**src/rtl/flash_cmd_seq.sv**
```systemverilog
// flash_cmd_seq: frames one SPI flash transaction per software command as a
// byte stream to the QSPI stream engine (opcode, address, dummy, write
// payload, read filler) and captures the read-phase response bytes.
//
// Stream handshakes (cmd_* out, rsp_* in): a byte moves on a cycle where
// tvalid and tready are both high at the rising clock edge; once tvalid is
// raised, tvalid/tdata/tlast stay unchanged until that handshake happens.
module flash_cmd_seq #(
   parameter int ADDR_BYTES  = 3,
   parameter int LEN_W       = 9,
   parameter int TIMEOUT_CYC = 1048576
) (
   input  logic             clk,
   input  logic             reset,
   input  logic             start,
   input  logic [7:0]       opcode,
   input  logic             addr_en,
   input  logic [31:0]      addr,
   input  logic [3:0]       dummy,
   input  logic [LEN_W-1:0] wr_len,
   input  logic [LEN_W-1:0] rd_len,
   output logic             busy,
   output logic             done,
   output logic             error,
   output logic [LEN_W-1:0] rx_count,
   output logic [LEN_W-1:0] wbuf_addr,
   input  logic [7:0]       wbuf_data,
   output logic             rbuf_we,
   output logic [LEN_W-1:0] rbuf_addr,
   output logic [7:0]       rbuf_data,
   output logic [7:0]       cmd_tdata,
   output logic             cmd_tvalid,
   output logic             cmd_tlast,
   input  logic             cmd_tready,
   input  logic [7:0]       rsp_tdata,
   input  logic             rsp_tvalid,
   input  logic             rsp_tlast,
   output logic             rsp_tready,
   output logic [2:0]       tx_state_dbg
);

   // Frame counters need room for 1 + 4 + 15 + 2 * 2^(LEN_W-1) bytes.
   localparam int CNT_W = LEN_W + 2;
   localparam int TMO_W = $clog2(TIMEOUT_CYC + 1);
   localparam logic [TMO_W-1:0] TMO_LAST = TMO_W'(TIMEOUT_CYC - 1);
   localparam logic [CNT_W-1:0] ONE_C = CNT_W'(1);
   localparam logic [LEN_W-1:0] ONE_L = LEN_W'(1);
   localparam logic [TMO_W-1:0] ONE_T = TMO_W'(1);

   typedef enum logic [2:0] {
      IDLE   = 3'd0,
      OPC    = 3'd1,
      ADDR   = 3'd2,
      DUMMY  = 3'd3,
      WDATA  = 3'd4,
      RFILL  = 3'd5,
      TXDONE = 3'd6
   } tx_state_t;

   tx_state_t state, state_d, nxt_phase;
   tx_state_t after_op, after_ad, after_dm, after_wd;

   // Command fields latched on an accepted start
   logic [7:0]       opc_q;
   logic             addr_en_q;
   logic [31:0]      addr_sh;
   logic [3:0]       dummy_q;
   logic [LEN_W-1:0] wr_len_q, rd_len_q;
   logic [CNT_W-1:0] n_q, h_q, n_d, h_d;

   logic [CNT_W-1:0] rsp_cnt;
   logic [LEN_W-1:0] ph_left, ph_load, wcnt;
   logic [TMO_W-1:0] tmo_cnt;

   logic start_acc, cmd_hs, rsp_hs, tx_adv, tx_fin, rsp_is_last;
   logic finish_ok, frame_err, timeout, end_txn;

   assign h_d = ONE_C + (addr_en ? CNT_W'(ADDR_BYTES) : '0) + CNT_W'(dummy)
                + CNT_W'(wr_len);
   assign n_d = h_d + CNT_W'(rd_len);

   assign start_acc   = start && !busy;
   assign cmd_hs      = cmd_tvalid && cmd_tready;
   assign rsp_hs      = rsp_tvalid && rsp_tready;
   assign tx_adv      = cmd_hs && (ph_left == '0);
   // TX side is finished once the last command byte has been accepted
   assign tx_fin      = (state == TXDONE) || (cmd_hs && cmd_tlast);
   assign rsp_is_last = (rsp_cnt == n_q - ONE_C);
   assign finish_ok   = rsp_hs && rsp_is_last && rsp_tlast && tx_fin;
   assign frame_err   = rsp_hs && (rsp_is_last ? !(rsp_tlast && tx_fin) : rsp_tlast);
   assign timeout     = busy && !cmd_hs && !rsp_hs && (tmo_cnt == TMO_LAST);
   assign end_txn     = finish_ok || frame_err || timeout;

   // Response bytes past the header are the read data
   assign rbuf_we      = rsp_hs && (rsp_cnt >= h_q);
   assign rbuf_addr    = rx_count;
   assign rbuf_data    = rbuf_we ? rsp_tdata : 8'h00;
   assign rsp_tready   = busy;
   assign tx_state_dbg = state;

   // The write buffer address runs one byte ahead on each accepted payload
   // byte; it sits at 0 before WDATA so byte 0 is ready on entry.
   assign wbuf_addr = (state == WDATA && cmd_hs) ? wcnt + ONE_L : wcnt;

   // Next non-empty phase after each TX phase, and its byte count minus one
   always_comb begin
      nxt_phase = TXDONE;
      ph_load   = '0;
      after_wd  = (rd_len_q != '0) ? RFILL : TXDONE;
      after_dm  = (wr_len_q != '0) ? WDATA : after_wd;
      after_ad  = (dummy_q != '0) ? DUMMY : after_dm;
      after_op  = addr_en_q ? ADDR : after_ad;
      case (state)
         OPC:     nxt_phase = after_op;
         ADDR:    nxt_phase = after_ad;
         DUMMY:   nxt_phase = after_dm;
         WDATA:   nxt_phase = after_wd;
         default: nxt_phase = TXDONE;
      endcase
      case (nxt_phase)
         ADDR:    ph_load = LEN_W'(ADDR_BYTES - 1);
         DUMMY:   ph_load = LEN_W'(dummy_q) - ONE_L;
         WDATA:   ph_load = wr_len_q - ONE_L;
         RFILL:   ph_load = rd_len_q - ONE_L;
         default: ph_load = '0;
      endcase
   end

   // Command byte presented in each TX state
   always_comb begin
      cmd_tvalid = 1'b0;
      cmd_tdata  = 8'h00;
      case (state)
         OPC:          begin cmd_tvalid = 1'b1; cmd_tdata = opc_q;          end
         ADDR:         begin cmd_tvalid = 1'b1; cmd_tdata = addr_sh[31:24]; end
         DUMMY, RFILL: cmd_tvalid = 1'b1;
         WDATA:        begin cmd_tvalid = 1'b1; cmd_tdata = wbuf_data;      end
         default:      ;
      endcase
      cmd_tlast = cmd_tvalid && (ph_left == '0) && (nxt_phase == TXDONE);
   end

   // TX next state: completion/abort wins, then start, then phase advance
   always_comb begin
      state_d = state;
      if (end_txn)
         state_d = IDLE;
      else if (start_acc)
         state_d = OPC;
      else if (tx_adv)
         state_d = nxt_phase;
   end

   // TX state register
   always_ff @(posedge clk or posedge reset) begin
      if (reset)
         state <= IDLE;
      else
         state <= state_d;
   end

   // Command latch, byte counters, timeout and status flags
   always_ff @(posedge clk or posedge reset) begin
      if (reset) begin
         opc_q     <= '0;
         addr_en_q <= 1'b0;
         addr_sh   <= '0;
         dummy_q   <= '0;
         wr_len_q  <= '0;
         rd_len_q  <= '0;
         n_q       <= '0;
         h_q       <= '0;
         rsp_cnt   <= '0;
         rx_count  <= '0;
         wcnt      <= '0;
         ph_left   <= '0;
         tmo_cnt   <= '0;
         busy      <= 1'b0;
         done      <= 1'b0;
         error     <= 1'b0;
      end else if (start_acc) begin
         opc_q     <= opcode;
         addr_en_q <= addr_en;
         addr_sh   <= addr << (8 * (4 - ADDR_BYTES));
         dummy_q   <= dummy;
         wr_len_q  <= wr_len;
         rd_len_q  <= rd_len;
         n_q       <= n_d;
         h_q       <= h_d;
         rsp_cnt   <= '0;
         rx_count  <= '0;
         wcnt      <= '0;
         ph_left   <= '0;
         tmo_cnt   <= '0;
         busy      <= 1'b1;
         done      <= 1'b0;
         error     <= 1'b0;
      end else if (busy) begin
         if (cmd_hs) begin
            if (state == ADDR)
               addr_sh <= addr_sh << 8;
            if (state == WDATA)
               wcnt <= wcnt + ONE_L;
            ph_left <= (ph_left == '0) ? ph_load : ph_left - ONE_L;
         end
         if (rsp_hs)
            rsp_cnt <= rsp_cnt + ONE_C;
         if (rbuf_we)
            rx_count <= rx_count + ONE_L;
         tmo_cnt <= (cmd_hs || rsp_hs) ? '0 : tmo_cnt + ONE_T;
         if (end_txn) begin
            busy  <= 1'b0;
            done  <= 1'b1;
            error <= frame_err || timeout;
         end
      end
   end

endmodule

```
**config.mk**
```make
export PLATFORM = sky130hd
export DESIGN_NAME = flash_cmd_seq
export DESIGN_NICKNAME = d
export VERILOG_FILES = /design/src/rtl/flash_cmd_seq.sv
export SDC_FILE = /design/constraint.sdc
export NUM_CORES = 1
export LEC_CHECK = 0
export CORE_ASPECT_RATIO = 1.2
export CORE_MARGIN = 1
export CORE_UTILIZATION = 50
export DETAILED_ROUTE_END_ITERATION = 8
export HOLD_SLACK_MARGIN = 0.02
export PLACE_DENSITY_LB_ADDON = 0.05
export RECOVER_POWER = 25
export REMOVE_ABC_BUFFERS = 1
export SLEW_MARGIN = 20
export SYNTH_ARGS = -nofsm -noshare
export SYNTH_HDL_FRONTEND = slang
export SYNTH_SLANG_ARGS = --single-unit
export TNS_END_PERCENT = 30
```
**constraint.sdc**
```tcl
create_clock -name clk -period 7.7 [get_ports clk]
set_input_delay 1.54 -clock clk [delete_from_list [all_inputs] [get_ports clk]]
set_output_delay 1.54 -clock clk [all_outputs]
set_load 0.02 [all_outputs]
```
==> run metrics <==
Netlist Area Pre-Place 0.00857 mm2; initial antenna violation count 0; Cells after DPL between 1,000 and 1,500; Final setup viols 0; Cell variety after synth 66; f_max 175 MHz; Initial Utilization 0.511; I/O Buffers between 100 and 150; Final Hold Fails 0; Worst Path Arrival ~4.2 ns; die width around 120 um; DIE AREA about 0.018 mm2; GP Congestion ~0.85; area leader, netlist dfrtp_1; layout cells sized above 1 0.0537; non-filler instance count after layout 1,333; postcts setup bufs 0; Clock Path Buffers 2; DR vias/cell about 5.5; CP max-delay cell clkdlybuf4s50_1; Post-synth top cells 207 x nand2_1, 141 x dfrtp_1, 99 x o21ai_0; Slew Limit Fails 99; Placed Area ~0.01 mm2; outcome finished, violations left; setup TNS 0 ns; Crit Path Max Fanout 15; Synth top area share 0.412; DR iter-0 viols 513; CP top delay family buffers and inverters; Worst Tran Pin Value ~4.3 ns; CTS H-tree depth 4; YS warnings 0; clock share of power 0.265; Ports around 140; EDFF count, synth 0; R2R Setup Slk about 3.8 ns; clk root buf clkbuf_16; CP endpoint kind output port; number of max-cap violations 1; CTS tree built; Final Cycle Share 0.743; Max-Slew Margin vs Limit -1.90; internal power between 1500 and 2000 uW; #FFs+latches synth between 100 and 150; Worst IR Drop VDD roughly 150 uV; post_cts resized 0; Overflow after GRT 0; Worst Hold Class reg -> reg; most frequent cell after synthesis nand2_1; Sink Count around 140; leakage power approximately 0.0046 uW; Cells after Synth 1,003; Critical Path RT just over 6 ns; Core Region about 0.017 mm2; number of CTS-inserted buffers 17; crit start category primary input; Comb pwr share 0.376; critical-path cell list clkdlybuf4s50_1 > and2_1 > nand3_1 > nor2_1 > a21oi_1 > inv_1 > and2_1 > clkdlybuf4s50_1; clock latency on the worst-skew pair around 0.42 ns; drt drc 0; crit path buf inv count 3; failing checks capacitance limit, slew limit; die outline height between 100 and 150 um; RSZ-0062 raised after global routing no; Seq/Total Area, Yosys 0.412; # rows between 50 and 60; Async SR Flop Fraction 1.00; Global Route Usage Sum 0.251; Reg power frac 0.359; clk_skew between 0.01 and 0.015 ns; nets approximately 1,200; Finished Cell Area 0.0106 mm2; switch share 0.370; n_diodes 0; drt total wl 20.7 mm; vias in the first global route around 7,300; PwrDens 299 mW/mm2; CTS Hold Bufs 0; Critical Path Max Stage Delay between 0.5 and 0.6 ns; drt first pass iters 5; minimum clock period about 5.7 ns; Worst-path clk slew about 0.060 ns; Area Overhead vs Synth 23.2%; critical path class in -> out; first-pass GRT wire length ~35 mm; Final ANT Viol Nets 0; Main synth FF type dfrtp_1; Via Count about 7,400; HPWL after DPL 14.5 mm; Mean Syn Cell Area about 8.5 um2; final core occ 0.629; Psw between 1000 and 1500 uW; wire per inst approximately 15 um; Synth area leaders dfrtp_1 41%, nand2_1 9.1%, o21ai_0 5.8%; Fillers roughly 1,500; largest net degree at the start of global routing a little under 100
==> registers in the layout, indices dropped and copies added (netlist names) <==
| register | cells |
|---|---|
| rd_len_q | 9 |
| rsp_cnt | 11 |
| wcnt | 9 |
| rbuf_addr | 9 |
| tmo_cnt | 21 |
| ph_left | 9 |
| done | 1 |
| opc_q | 8 |
| h_q | 10 |
| tx_state_dbg | 3 |
| wr_len_q | 9 |
| dummy_q | 4 |
| busy | 1 |
| error | 1 |
| n_q | 11 |
| addr_sh | 24 |
| addr_en_q | 1 |
==> layout by cell type, fill, tap and decap left out, drive strengths merged, types with 25 or more instances in the layout <==
cell,count
clkbuf,25
nand3,30
dfrtp,141
inv,32
nand2,207
nor2,55
xnor2,33
ha,36
o21ai,101
clkdlybuf4s50,128
a21oi,42
==> worst min-delay path, stage by stage, from the launching register on <==
cell     delay, ns
dfrtp_1       0.34
nand2_1       0.05
nand2_1       0.06
==> cell families after synthesis <==
family                     synth area share
AOI/OAI and AO/OA                     0.170
xor gates and xnor gates             0.0583
adders and majority gates            0.0596
buffers and inverters                0.0428
DFF                                   0.412
muxes                                0.0218
and+or+nand+nor                       0.236
==> final cells by class <==
class | count | area, um2 | area share
Inverter | 33 | 125 | 0.0119
Multi-Input combinational cell | 775 | 4690 | 0.444
Timing Repair Buffer | 137 | 1350 | 0.128
Clock buffer | 25 | 485 | 0.0460
Sequential cell | 141 | 3530 | 0.334
Clock inverter | 6 | 109 | 0.0103
Tap cell | 216 | 270 | 0.0256
==> through the flow <==
step                      hold WS [ns]  setup slack [ns]  total power (uW)
final                            0.476              1.98              3160
after global routing             0.502              1.76              3390
after CTS                        0.479              1.97              3180
after detailed placement         0.464              2.00              2330
after global placement           0.463              1.98              2310
after floorplan                  0.444              2.38              1920
==> power groups by stage <==
stage / Clock, uW / Sequential [uW] / Combinational (uW)
2_1_floorplan: 0 / 1100 / 823
3_3_place_gp: 0 / 1140 / 1170
3_5_place_dp: 0 / 1140 / 1190
4_1_cts: 851 / 1130 / 1190
5_1_grt: 890 / 1170 / 1330
6_report: 838 / 1130 / 1190
==> final timing paths <==
| check | start | cells past startpoint | end |
|---|---|---|---|
| worst max-delay path | rsp_tvalid | 8 | rbuf_data[3] |
| worst min-delay path | opc_q[6]$_DFFE_PP0P_ | 2 | opc_q[6]$_DFFE_PP0P_ |
| worst max register to register | tx_state_dbg[2]$_DFFE_PP0P_ | 11 | ph_left[8]$_DFFE_PP0P_ |
| worst min register to register | opc_q[6]$_DFFE_PP0P_ | 2 | opc_q[6]$_DFFE_PP0P_ |
| max in group asynchronous | reset | 3 | rd_len_q[8]$_DFFE_PP0P_ |
| min in group asynchronous | reset | 2 | wcnt[7]$_DFFE_PP0P_ |
==> layer usage <==
layer | vias to the layer above | routed length [um] | global-route usage | part of all wire
met2 | 152 | 9800 | 0.404 | 0.47
met5 | - | 0 | 0 | 0
met3 | 24 | 811 | 0.0549 | 0.039
met1 | 3519 | 9600 | 0.331 | 0.46
li1 | 3701 | - | - | -
met4 | 0 | 439 | 0.0883 | 0.021
No activity file was read; power rests on OpenSTA's default activity.
